[src/rtl/cpu_dump_pkg.sv]
// Shared types and sizing helpers for the CPU state dump block.
package cpu_dump_pkg;

  typedef enum logic [2:0] {
    ST_IDLE,
    ST_HDR,
    ST_REG,
    ST_MEM,
    ST_STOP
  } dump_state_e;

  localparam logic [7:0] HDR_MAGIC = 8'hA5;

  function automatic int mem_words(input int mem_bytes);
    return mem_bytes / 4;
  endfunction

  function automatic int frame_beats(input int num_regs, input int mem_bytes);
    return 1 + num_regs + mem_bytes / 4;
  endfunction

endpackage

[src/rtl/cpu_dump_cycle_ctr.sv]
// Saturating CPU cycle counter with a phase register that flags multiples of PERIOD.
module cpu_dump_cycle_ctr
#(
  parameter int PERIOD = 1
) (
  input  logic        clk,
  input  logic        rst_b,
  input  logic        en,
  input  logic        clr,
  output logic [31:0] cnt,
  output logic        tick
);

  localparam logic [31:0] PHASE_LAST = 32'(PERIOD - 1);

  // phase tracks cnt mod PERIOD without a divider
  logic [31:0] phase;

  always_ff @(posedge clk) begin
    if (!rst_b || clr) begin
      cnt   <= '0;
      phase <= '0;
    end else if (en && (cnt != '1)) begin
      cnt   <= cnt + 32'd1;
      phase <= (phase == PHASE_LAST) ? '0 : phase + 32'd1;
    end
  end

  assign tick = (cnt != '0) && (phase == '0);

endmodule

[src/rtl/cpu_state_dump.sv]
// Counts CPU cycles and streams register-file / data-memory snapshot frames
// over valid/ready while holding the CPU.
module cpu_state_dump
  import cpu_dump_pkg::*;
#(
  parameter int NUM_REGS   = 32,
  parameter int MEM_BYTES  = 128,
  parameter int PERIOD     = 1,
  parameter int RUN_CYCLES = 20
) (
  input  logic        clk_i,
  input  logic        rst_i,
  input  logic        start_i,
  input  logic        periodic_i,
  output logic        cpu_hold_o,
  output logic [4:0]  rf_addr_o,
  input  logic [31:0] rf_data_i,
  output logic [31:0] mem_addr_o,
  input  logic [31:0] mem_data_i,
  output logic        dump_valid_o,
  input  logic        dump_ready_i,
  output logic [31:0] dump_data_o,
  output logic        dump_last_o,
  output logic [31:0] cycle_cnt_o,
  output logic        stop_o
);

  // state | meaning
  // IDLE  | CPU runs, cycle counter advances, waiting for a trigger
  // HDR   | header beat {A5, frame_no, cycle_cnt[15:0]}
  // REG   | register-file beats, rf_addr_o = index
  // MEM   | data-memory beats, mem_addr_o = 4 * index
  // STOP  | run limit reached and final frame sent; CPU held until reset

  localparam int          MEM_WORDS = mem_words(MEM_BYTES);
  localparam logic [29:0] REG_LAST  = 30'(NUM_REGS - 1);
  localparam logic [29:0] MEM_LAST  = 30'(MEM_WORDS - 1);
  localparam logic [31:0] RUN_LIMIT = 32'(RUN_CYCLES);

  dump_state_e state;
  logic [29:0] idx;
  logic [7:0]  frame_no;
  logic        final_frame;
  logic        dumped;
  logic [31:0] cycle_cnt;
  logic        period_hit;
  logic        in_idle;
  logic        at_limit;
  logic        tick;
  logic        trigger;
  logic        cnt_en;
  logic        xfer;

  cpu_dump_cycle_ctr #(.PERIOD(PERIOD)) u_cycle_ctr (
    .clk   (clk_i),
    .rst_b (rst_i),
    .en    (cnt_en),
    .clr   (1'b0),
    .cnt   (cycle_cnt),
    .tick  (period_hit)
  );

  // dumped blocks a second periodic frame at a count value already dumped
  assign in_idle  = (state == ST_IDLE);
  assign at_limit = (RUN_CYCLES != 0) && (cycle_cnt == RUN_LIMIT);
  assign tick     = periodic_i && period_hit && !dumped;
  assign trigger  = rst_i && in_idle && (start_i || tick || at_limit);
  assign cnt_en   = in_idle && !trigger;

  assign dump_valid_o = (state == ST_HDR) || (state == ST_REG) || (state == ST_MEM);
  assign xfer         = dump_valid_o && dump_ready_i;
  assign cpu_hold_o   = trigger || !in_idle;
  assign stop_o       = (state == ST_STOP);
  assign cycle_cnt_o  = cycle_cnt;
  assign rf_addr_o    = (state == ST_REG) ? idx[4:0] : '0;
  assign mem_addr_o   = (state == ST_MEM) ? {idx, 2'b00} : '0;
  assign dump_last_o  = (state == ST_MEM) && (idx == MEM_LAST);

  always_comb begin
    dump_data_o = '0;
    case (state)
      ST_HDR:  dump_data_o = {HDR_MAGIC, frame_no, cycle_cnt[15:0]};
      ST_REG:  dump_data_o = rf_data_i;
      ST_MEM:  dump_data_o = mem_data_i;
      default: dump_data_o = '0;
    endcase
  end

  always_ff @(posedge clk_i) begin
    if (!rst_i) begin
      state       <= ST_IDLE;
      idx         <= '0;
      frame_no    <= '0;
      final_frame <= 1'b0;
      dumped      <= 1'b0;
    end else begin
      case (state)
        ST_IDLE: begin
          if (trigger) begin
            state       <= ST_HDR;
            final_frame <= at_limit;
            dumped      <= 1'b1;
          end else begin
            dumped <= 1'b0;
          end
        end
        ST_HDR: begin
          if (xfer) begin
            state <= ST_REG;
            idx   <= '0;
          end
        end
        ST_REG: begin
          if (xfer) begin
            if (idx == REG_LAST) begin
              state <= ST_MEM;
              idx   <= '0;
            end else begin
              idx <= idx + 30'd1;
            end
          end
        end
        ST_MEM: begin
          if (xfer) begin
            if (idx == MEM_LAST) begin
              idx      <= '0;
              frame_no <= frame_no + 8'd1;
              state    <= final_frame ? ST_STOP : ST_IDLE;
            end else begin
              idx <= idx + 30'd1;
            end
          end
        end
        ST_STOP: state <= ST_STOP;
        default: state <= ST_IDLE;
      endcase
    end
  end

endmodule

[config.mk]
export PLATFORM = sky130hd
export DESIGN_NAME = cpu_state_dump
export DESIGN_NICKNAME = d
export VERILOG_FILES = /design/src/rtl/cpu_dump_pkg.sv /design/src/rtl/cpu_dump_cycle_ctr.sv /design/src/rtl/cpu_state_dump.sv
export SDC_FILE = /design/constraint.sdc
export NUM_CORES = 1
export LEC_CHECK = 0
export BUFFER_PORTS_ARGS = -buffer_cell sky130_fd_sc_hd__clkbuf_2
export CAP_MARGIN = 10
export CORE_ASPECT_RATIO = 1.75
export CORE_UTILIZATION = 35
export CTS_CLUSTER_SIZE = 12
export DETAILED_ROUTE_END_ITERATION = 12
export GPL_ROUTABILITY_DRIVEN = 0
export PLACE_DENSITY = 0.67
export REMOVE_ABC_BUFFERS = 1
export SYNTH_ARGS = -nofsm -noshare
export SYNTH_HDL_FRONTEND = slang
export SYNTH_SLANG_ARGS = --single-unit
[constraint.sdc]
create_clock -name clk_i -period 3 [get_ports clk_i]
set_input_delay 0.45 -clock clk_i [delete_from_list [all_inputs] [get_ports clk_i]]
set_output_delay 0.45 -clock clk_i [all_outputs]
set_load 0.05 [all_outputs]
==> run_results.csv, run 1 <==
group,metric,value,unit
timing,min_period,2900,ps
finish,nets,1127,
power,ir_drop,0.479,mV
finish,diodes,0,
logic_synthesis,yosysSeqAreaShare,32.1,%
timing,fin_crit_sh,96.6,%
logic_synthesis,synthMuxAreaShare,4.80,%
global_routing,grt_max_degree,42,
logic_synthesis,yosys-top-cells-area,"dfxtp_1 (32%), nor2_1 (6.5%), mux2i_1 (4.8%)",
timing,hold_viol_final,0,
logic_synthesis,netlist_instances,885,
routing,vias,7151,
floorplan,pin_count,174,
setup_path,required,2550,ps
setup_path,cp.arrival,2450,ps
logic_synthesis,synth_edf_count,0,
global_routing,grt_pass1_vias,6862,
finish,utilization,44.4,%
run_status,outcome,"completed",
placement,place_area,0.00796,mm^2
clocking,path_clk_slew,70,ps
power,p_leak,3.35,nW
routing,drc_errors,0,
clocking,htree_levels,3,
floorplan,fp.dieH,185,um
logic_synthesis,async_flop_share,0,%
power,p_per_area,530,mW/mm^2
timing,final.setup.worst_slack,101,ps
logic_synthesis,synth_top_family_by_area,"simple AND/OR/NAND/NOR gates",
floorplan,die-area,0.0196,mm^2
setup_path,cp_max_fo,8,
logic_synthesis,synth_top_area_share,32.1,%
timing,worst_hold_slack,466,ps
logic_synthesis,synth_top_cell_by_area,"dfxtp_1",
logic_synthesis,synthAdderAreaFrac,1.13,%
clocking,clkSinkCount,107,
floorplan,num_rows,66,
finish,n_fill_cell,1953,
finish,fin_area,0.00829,mm^2
placement,post-dp-hpwl,15600,um
floorplan,die_w,106,um
logic_synthesis,synth_compound_area_share,17.6,%
job,cap_violations,0,
routing,dr.pass1.iters,6,
timing,setup_viol_count_final,0,
global_routing,grt-ovfl-total,0,
setup_path,critPathKind,"register to output pin",
routing,routed_wl,20600,um
logic_synthesis,synthSimpleGateAreaFrac,35.4,%
clocking,tritoncts,"built",
clocking,clk_latency,350,ps
global_routing,antenna_found_initial,0,
setup_path,end_kind,"output pin",
routing,drt_first_iter_violations,319,
logic_synthesis,synthFlopType,"dfxtp_1",
timing,worst_pin_slew,599,ps
logic_synthesis,synth_area,0.00667,mm^2
logic_synthesis,synthXorXnorAreaFrac,3.41,%
clocking,cts_buffers,9,
finish,drive_gt1_share,25.1,%
clocking,clockBufferDepth,2,
placement,portBuffers,171,
timing,fmax,345,MHz
logic_synthesis,synthDistinctLibCells,61,
floorplan,start_util,35.7,%
min_path,hold_class,"register to register",
global_routing,grt_pass1_wl,33300,um
routing,wl_per_cell,15.9,um
setup_path,startpoint_type,"register",
power,total_power,4.39,mW
clocking,clockRootBuffer,"clkbuf_16",
logic_synthesis,synth_seq_cells,107,
global_routing,grt_use_total,21.1,%
timing,max_slew_margin,60.0,%
finish,syn2layout_area_growth,24.3,%
logic_synthesis,ys_warn_count,0,
timing,slew_violations,0,
logic_synthesis,avgSynthCellArea,7.54,um^2
timing,fin_skew,13.0,ps
placement,dp_worst_setup_slack,231,ps
routing,viasPerCell,5.52,
floorplan,coreArea,0.0187,mm^2
routing,drtAntennaViolNets,0,
==> layout by cell type (no fill, tap or decap), types with 5 or more instances in the layout <==
cell and n:
clkbuf_2 163, nor2_1 115, dfxtp_1 104, nand2_1 78, a21oi_1 63, o21ai_0 53, nand3_1 42, buf_4 42
and2_1 38, mux2i_1 32, and3_1 32, nand4_1 30, nor4_1 25, o31ai_1 22, xor2_1 20, nor3_1 19
or3_1 19, or4_1 14, inv_1 11, a21oi_2 10, o211ai_1 9, clkbuf_16 9, buf_12 9, nand2b_1 7
o21a_1 7, and4_1 6, xnor2_1 6, ha_1 5
==> critical path, stage by stage, from the launching register on <==
cell and delay (ps):
dfxtp_1 380, nor4_2 320, nand4_1 190, or2_1 280, or4_4 520, and2_4 200, nand2_4 90, buf_12 140
==> final timing paths <==
kind	start	to	slack, ps	depth (start not counted)
worst max-delay path	u_cycle_ctr.phase[20]$_SDFFE_PN0P_	cpu_hold_o	100	7
worst min-delay path	dumped$_SDFFE_PN0P_	dumped$_SDFFE_PN0P_	470	2
worst max register to register	u_cycle_ctr.cnt[26]$_SDFFE_PN0P_	u_cycle_ctr.cnt[22]$_SDFFE_PN0P_	190	8
worst min register to register	dumped$_SDFFE_PN0P_	dumped$_SDFFE_PN0P_	470	2
==> metal layers <==
metal,track usage (%),up-vias,routed length [um]
li1,-,3530,-
met1,23.2,3358,8240
met5,0,-,0
met3,2.30,40,991
met4,9.39,0,576
met2,39.9,223,10800
==> timing repair <==
item / CTS / global route
buffers inserted: 1 / 1
resized for setup: 3 / 9
pin swaps: 0 / 1
setup endpoints to repair: 1 / 2
hold buffers: 0 / 0
==> flip-flops by register name, indices dropped and copies added (netlist names) <==
register	flops
dumped	1
idx	30
frame_no	8
final_frame	1
u_cycle_ctr.cnt	32
u_cycle_ctr.phase	32
state	3
==> Yosys cell counts, types with 10 or more instances <==
master,n
a21oi_2,10
o21ai_0,53
or3_1,19
nor3_1,19
xor2_1,20
nor4_1,26
nor2_1,116
nand4_1,30
mux2i_1,32
and3_1,32
nand2_1,79
or4_1,14
inv_1,12
a21oi_1,63
dfxtp_1,107
clkbuf_1,33
nand3_1,42
and2_1,39
o31ai_1,22
==> power by group <==
part | internal [mW] | total (mW) | switching [mW]
Combinational | 0.510 | 1.75 | 1.24
Clock | 0.595 | 1.16 | 0.566
Sequential | 1.45 | 1.48 | 0.0268
Total | 2.56 | 4.39 | 1.84
==> per-stage QoR <==
stage | cells | setup TNS, ps
after global placement | 1277 | 0
after CTS | 1294 | 0
after global routing | 1295 | -4.96
after floorplan | 827 | -39210
after detailed placement | 1277 | 0
final | 1295 | 0
==> cell type report <==
| class | count | area [um^2] | share of cell area, % |
|---|---|---|---|
| tap | 238 | 298 | 3.59 |
| clock inverter | 6 | 47.5 | 0.573 |
| sequential | 107 | 2150 | 25.9 |
| clock buffer | 10 | 239 | 2.88 |
| multi-input combinational | 707 | 4200 | 50.7 |
| inverter | 13 | 48.8 | 0.588 |
| timing repair buffer | 214 | 1310 | 15.8 |
==> kinds of logic after synthesis <==
| kind of cell | Yosys count |
|---|---|
| AND/OR/NAND/NOR | 450 |
| adder cells (fa/ha/maj) | 6 |
| multiplexers | 32 |
| XOR/XNOR | 26 |
| buffers and inverters | 72 |
| other | 1 |
| AO/OA/AOI/OAI | 191 |
| flip-flops | 107 |
(Power assumes the default switching activity.)
==> run 2, diff against run 1 <==
Settings changed: ABC_AREA from default to 1, PLACE_DENSITY 0.67 to 0.66.
==> run 2 against run 1 <==
Count of clock-buffer cells in the layout unchanged; sequential cell count unchanged; combinational power increased by 27%; non-clock buffer count decreased by 29; via count increased by 18%; core utilization decreased by 0.40 points; sequential share of layout area decreased by 2.7 points; critical endpoint unchanged.
==> run_results.csv, run 2 <==
group,metric,value,unit
clocking,holdBufCountCts,0,
setup_path,end_kind,"output pin",
logic_synthesis,synth_top_cell_by_area,"dfxtp_1",
global_routing,grt_max_degree,62,
floorplan,pin_count,174,
routing,viasPerCell,5.19,
placement,dp_worst_setup_slack,479,ps
floorplan,num_rows,70,
timing,fmax,346,MHz
logic_synthesis,synthSimpleGateAreaFrac,41.5,%
finish,final_cell_mix,"nand2_1 (314), nor2_1 (187), clkbuf_2 (149)",
setup_path,required,2550,ps
power,ir_drop,0.327,mV
clocking,tritoncts,"built",
clocking,postCtsSetupBuffers,0,
timing,slew_violations,0,
floorplan,start_util,35.9,%
timing,hold_viol_final,0,
logic_synthesis,synth_top_family_by_area,"simple AND/OR/NAND/NOR gates",
logic_synthesis,synthAdderAreaFrac,0.995,%
global_routing,antenna_found_initial,0,
logic_synthesis,synth_top_area_share,28.4,%
setup_path,startpoint_type,"register",
logic_synthesis,ys_warn_count,0,
global_routing,grt_pass1_wl,38500,um
routing,vias,8403,
finish,nets,1437,
timing,final.setup.worst_slack,107,ps
routing,drc_errors,0,
global_routing,grt_use_total,21.6,%
global_routing,grt_pass1_vias,7851,
clocking,cts_buffers,9,
timing,max_slew_margin,38.5,%
clocking,path_clk_slew,80,ps
logic_synthesis,synthXorXnorAreaFrac,8.24,%
finish,syn2layout_area_growth,22.6,%
job,cap_violations,0,
finish,diodes,0,
logic_synthesis,netlist_instances,1217,
timing,fin_crit_sh,96.4,%
placement,portBuffers,171,
floorplan,coreArea,0.0210,mm^2
logic_synthesis,yosys-top-cells-area,"dfxtp_1 (28%), nand2_1 (16%), nor2_1 (9.4%)",
routing,routed_wl,24100,um
timing,min_period,2890,ps
floorplan,die_w,113,um
routing,drtAntennaViolNets,0,
global_routing,grt-ovfl-total,0,
logic_synthesis,avgSynthCellArea,6.20,um^2
floorplan,fp.dieH,196,um
routing,wl_per_cell,14.9,um
routing,drt_first_iter_violations,627,
clocking,htree_levels,3,
setup_path,cp.arrival,2440,ps
logic_synthesis,synth_edf_count,0,
logic_synthesis,synth_compound_area_share,10.6,%
clocking,clockRootBuffer,"clkbuf_16",
timing,fin_skew,20.0,ps
setup_path,critPathKind,"register to output pin",
finish,seq_area,0.00214,mm^2
power,p_per_area,550,mW/mm^2
logic_synthesis,synthMuxAreaShare,0,%
run_status,outcome,"completed",
timing,worst_hold_slack,459,ps
placement,post-dp-hpwl,18600,um
finish,layout.cells.non_filler,1619,
floorplan,die-area,0.0222,mm^2
timing,tns,0,ps
finish,largestRegisters,"u_cycle_ctr.cnt (32), u_cycle_ctr.phase (32), idx (30)",
power,p_leak,3.52,nW
logic_synthesis,synthFlopType,"dfxtp_1",
finish,multi_input_area,0.00465,mm^2
clocking,clk_latency,360,ps
logic_synthesis,async_flop_share,0,%
logic_synthesis,synth_seq_cells,107,
logic_synthesis,synth.most_common_cell,"nand2_1",
finish,drive_gt1_share,16.6,%
logic_synthesis,synthDistinctLibCells,38,
min_path,hold_class,"input pin to register",
finish,final_common_cell,"nand2_1",
setup_path,cp_max_fo,6,
logic_synthesis,yosys-top-cells-count,"nand2_1 (314), nor2_1 (188), inv_1 (118)",
logic_synthesis,synth_area,0.00755,mm^2
clocking,clkSinkCount,107,
clocking,clockBufferDepth,2,
placement,placed_cells,1603,
routing,dr.pass1.iters,8,
timing,worst_pin_slew,921,ps
timing,grt_setup_unrepaired,"no",
finish,n_fill_cell,2232,
logic_synthesis,yosysSeqAreaShare,28.4,%
timing,setup_viol_count_final,0,
finish,utilization,44.0,%
[run 2: cell types whose count changed in the layout (fill, tap and decap cells not counted), moves of 24 or more]
cell and change:
and2_1 -38, a21oi_1 +24, inv_1 +107, mux2i_1 -32, o21ai_0 -43, nand3_1 +50, nor2_1 +72, xor2_1 +42
nand2_1 +236, and3_1 -32, nor3_1 +29, buf_4 -32
[run 2: final timing paths]
path                                                       from                          endpoint  slack (ps)  cells after the start
worst min register to register         frame_no[6]$_SDFFE_PN0P_          frame_no[6]$_SDFFE_PN0P_         470                      2
worst min-delay path                                      rst_i             state[0]$_SDFFE_PN0P_         460                      3
worst max-delay path            u_cycle_ctr.cnt[0]$_SDFFE_PN0P_                        cpu_hold_o         110                     11
worst max register to register  u_cycle_ctr.cnt[0]$_SDFFE_PN0P_  u_cycle_ctr.cnt[12]$_SDFFE_PN0P_         580                     13
[run 2: critical path, stage by stage (launching register included)]
cell,delay [ps]
dfxtp_1,360
inv_1,210
ha_1,220
nand3_1,80
nor2_1,130
nand2_1,80
nor2_1,200
nor2_1,80
nand2_1,160
nand2_2,120
nand2_1,140
buf_2,300
[run 2: repair_timing]
| item | CTS | global route |
|---|---|---|
| resized for setup | 0 | 1 |
| endpoints found under the setup margin | 0 | 1 |
| hold endpoints to repair | 0 | 0 |
[run 2: cells by family (layout without fill, tap and decap cells)]
group	after synthesis	after routing
and+or+nand+nor	716	716
buffers and inverters	180	329
AOI/OAI and AO/OA	136	136
DFF	107	107
xor gates and xnor gates	71	71
adders and majority gates	6	6
other	1	2
[run 2: per-stage QoR]
step / area (um^2) / power, mW
2_1_floorplan: 7260 / 3.02
3_3_place_gp: 8910 / 3.74
3_5_place_dp: 8910 / 3.75
4_1_cts: 9260 / 5.12
5_1_grt: 9260 / 5.35
6_report: 9260 / 5.09
[run 2: layout make-up]
type / count / share of cell area [%]
Multi-Input combinational cell: 931 / 50.2
Inverter: 128 / 5.19
Clock buffer: 10 / 2.58
Sequential cell: 107 / 23.1
Timing Repair Buffer: 185 / 14.3
Tap cell: 252 / 3.41
Clock inverter: 6 / 1.14
[run 2: where the power goes]
group,internal [mW],switching [mW]
clock network,0.775,0.598
registers,1.45,0.0346
logic,0.536,1.70
[run 2: per-layer routing]
layer	global-route usage [%]	up-vias	wire, um
li1	-	4229	-
met1	22.6	3829	9030
met2	41.3	266	13200
met3	1.98	79	781
met4	12.4	0	1150
met5	0	-	0
==> run 3, diff against run 2 <==
Settings changed: ABC_AREA 1 to default, CELL_PAD_IN_SITES_DETAIL_PLACEMENT from default to 2, CELL_PAD_IN_SITES_GLOBAL_PLACEMENT from default to 2, CORE_UTILIZATION 35 to 30, PLACE_DENSITY 0.66 to 0.91.
==> run 3 against run 2 <==
Final area is 6.9% lower; count of clock-buffer cells in the layout is 3 higher; cell count is 15% lower; sequential share of layout area is 1.9 points higher; sequential cell count stayed put; first-iteration DRC count is 48% lower; critical path type unchanged.
==> run_results.csv, run 3 (same netlist as run 1, synthesis figures left out) <==
group,metric,value,unit
global_routing,grt-ovfl-total,0,
routing,dr.pass1.iters,4,
global_routing,grt_max_degree,40,
placement,dp_worst_setup_slack,40.6,ps
routing,wl_per_cell,23.8,um
finish,n_fill_cell,2529,
power,p_per_area,539,mW/mm^2
setup_path,cp.arrival,2500,ps
power,ir_drop,0.303,mV
power,seqPwrFrac,32.0,%
routing,vias,7983,
clocking,holdBufCountCts,0,
finish,diodes,0,
timing,fin_crit_sh,98.4,%
timing,final.setup.worst_slack,47.7,ps
floorplan,die_w,115,um
floorplan,die-area,0.0229,mm^2
clocking,clockBufferDepth,2,
min_path,hold_class,"input pin to register",
finish,final_common_cell,"clkbuf_2",
setup_path,startpoint_type,"register",
floorplan,num_rows,71,
timing,tns,0,ps
run_status,outcome,"completed",
routing,drc_errors,0,
timing,slew_violations,0,
clocking,clk_latency,380,ps
timing,fmax,339,MHz
clocking,cts_buffers,9,
job,cap_violations,0,
timing,fin_skew,16.0,ps
floorplan,fp.dieH,199,um
finish,drive_gt1_share,27.8,%
timing,setup_viol_count_final,0,
routing,viasPerCell,5.82,
clocking,tritoncts,"built",
finish,final_cell_mix,"clkbuf_2 (163), nor2_1 (115), dfxtp_1 (102)",
power,p_leak,3.48,nW
timing,min_period,2950,ps
finish,multi_input_area,0.00429,mm^2
floorplan,coreArea,0.0217,mm^2
finish,utilization,39.7,%
power,switchingPower,2.03,mW
clocking,htree_levels,3,
routing,routed_wl,32600,um
setup_path,cp_max_fo,7,
timing,hold_viol_final,0,
floorplan,pin_count,174,
global_routing,antenna_found_initial,0,
power,power_frac_comb,41.8,%
floorplan,start_util,30.8,%
timing,worst_pin_slew,603,ps
placement,portBuffers,171,
power,total_power,4.64,mW
finish,seq_area,0.00215,mm^2
finish,nets,1150,
routing,drtAntennaViolNets,0,
clocking,clockRootBuffer,"clkbuf_16",
power,internal_power,2.62,mW
setup_path,end_kind,"output pin",
setup_path,critPathKind,"register to output pin",
timing,max_slew_margin,59.5,%
global_routing,grt_pass1_wl,49500,um
clocking,clkSinkCount,107,
power,p_sw_share,43.7,%
global_routing,grt_pass1_vias,8804,
finish,largestRegisters,"u_cycle_ctr.cnt (32), u_cycle_ctr.phase (32), idx (30)",
placement,post-dp-hpwl,23500,um
global_routing,grt_use_total,28.5,%
finish,syn2layout_area_growth,29.1,%
setup_path,required,2550,ps
routing,drt_first_iter_violations,328,
power,p_clk_share,26.1,%
clocking,path_clk_slew,70,ps
## run 3: cell count changes in the layout (fill, tap and decap cells not counted), moves of 21 or more
cell      delta
a21oi_1     -24
and2_1      +38
and3_1      +32
buf_4       +54
inv_1      -108
mux2i_1     +32
nand2_1    -237
nand3_1     -50
nand3b_1    -21
nor2_1      -72
nor3_1      -30
o21ai_0     +43
o31ai_1     +22
xor2_1      -42
## run 3: cell type report
cell class                 instances  share of cell area (%)
timing repair buffer             236                    17.1
multi-input combinational        708                    49.8
clock buffer                      13                    3.02
sequential                       107                    25.0
clock inverter                     3                   0.247
inverter                          13                   0.596
tap                              292                    4.24
## run 3: path summary, 6_finish.rpt
path,from,slack [ps],end,depth (start not counted)
worst max-delay path,u_cycle_ctr.phase[5]$_SDFFE_PN0P_,50,cpu_hold_o,7
worst min-delay path,dump_ready_i,480,state[1]$_SDFFE_PN0P_,2
worst max register to register,u_cycle_ctr.cnt[26]$_SDFFE_PN0P_,130,u_cycle_ctr.phase[8]$_SDFFE_PN0P_,9
worst min register to register,u_cycle_ctr.phase[26]$_SDFFE_PN0P_,510,u_cycle_ctr.phase[26]$_SDFFE_PN0P_,1
## run 3: power by group through the flow
stage               Clock (mW)  Sequential, mW  Combinational [mW]
finish                    1.21            1.49                1.94
CTS                       1.21            1.49                1.89
global placement             0            1.51                1.77
global route              1.28            1.49                2.05
detailed placement           0            1.52                1.85
floorplan                    0            1.61                1.01
## run 3: through the flow
step           std cells  area, um^2  hold WS, ps
5_1_grt             1372        8610          514
6_report            1372        8610          479
2_1_floorplan        827        6360          429
4_1_cts             1369        8520          459
3_3_place_gp        1352        8180          448
3_5_place_dp        1352        8180          456
## run 3: timing repair
action | in CTS | in global routing
resized for setup | 15 | 16
setup buffers | 1 | 2
setup endpoints to repair | 2 | 22
pin swaps | 3 | 4
cloned | 0 | 1
endpoints found under the hold margin | 0 | 0
## run 3: layer usage
metal	vias to the layer above	share of wire, %	track usage (%)
met5	-	0	0
met1	4002	36	27.3
met4	0	6.3	19.1
met2	284	54	55.1
met3	130	3.7	4.19
li1	3567	-	-
## run 3: critical path: stages (launching register included)
cell and delay (ps):
dfxtp_1 410, nor4_2 340, nand4_1 190, or2_1 290, or4_4 490, and2_4 190, nand2_4 90, buf_12 140
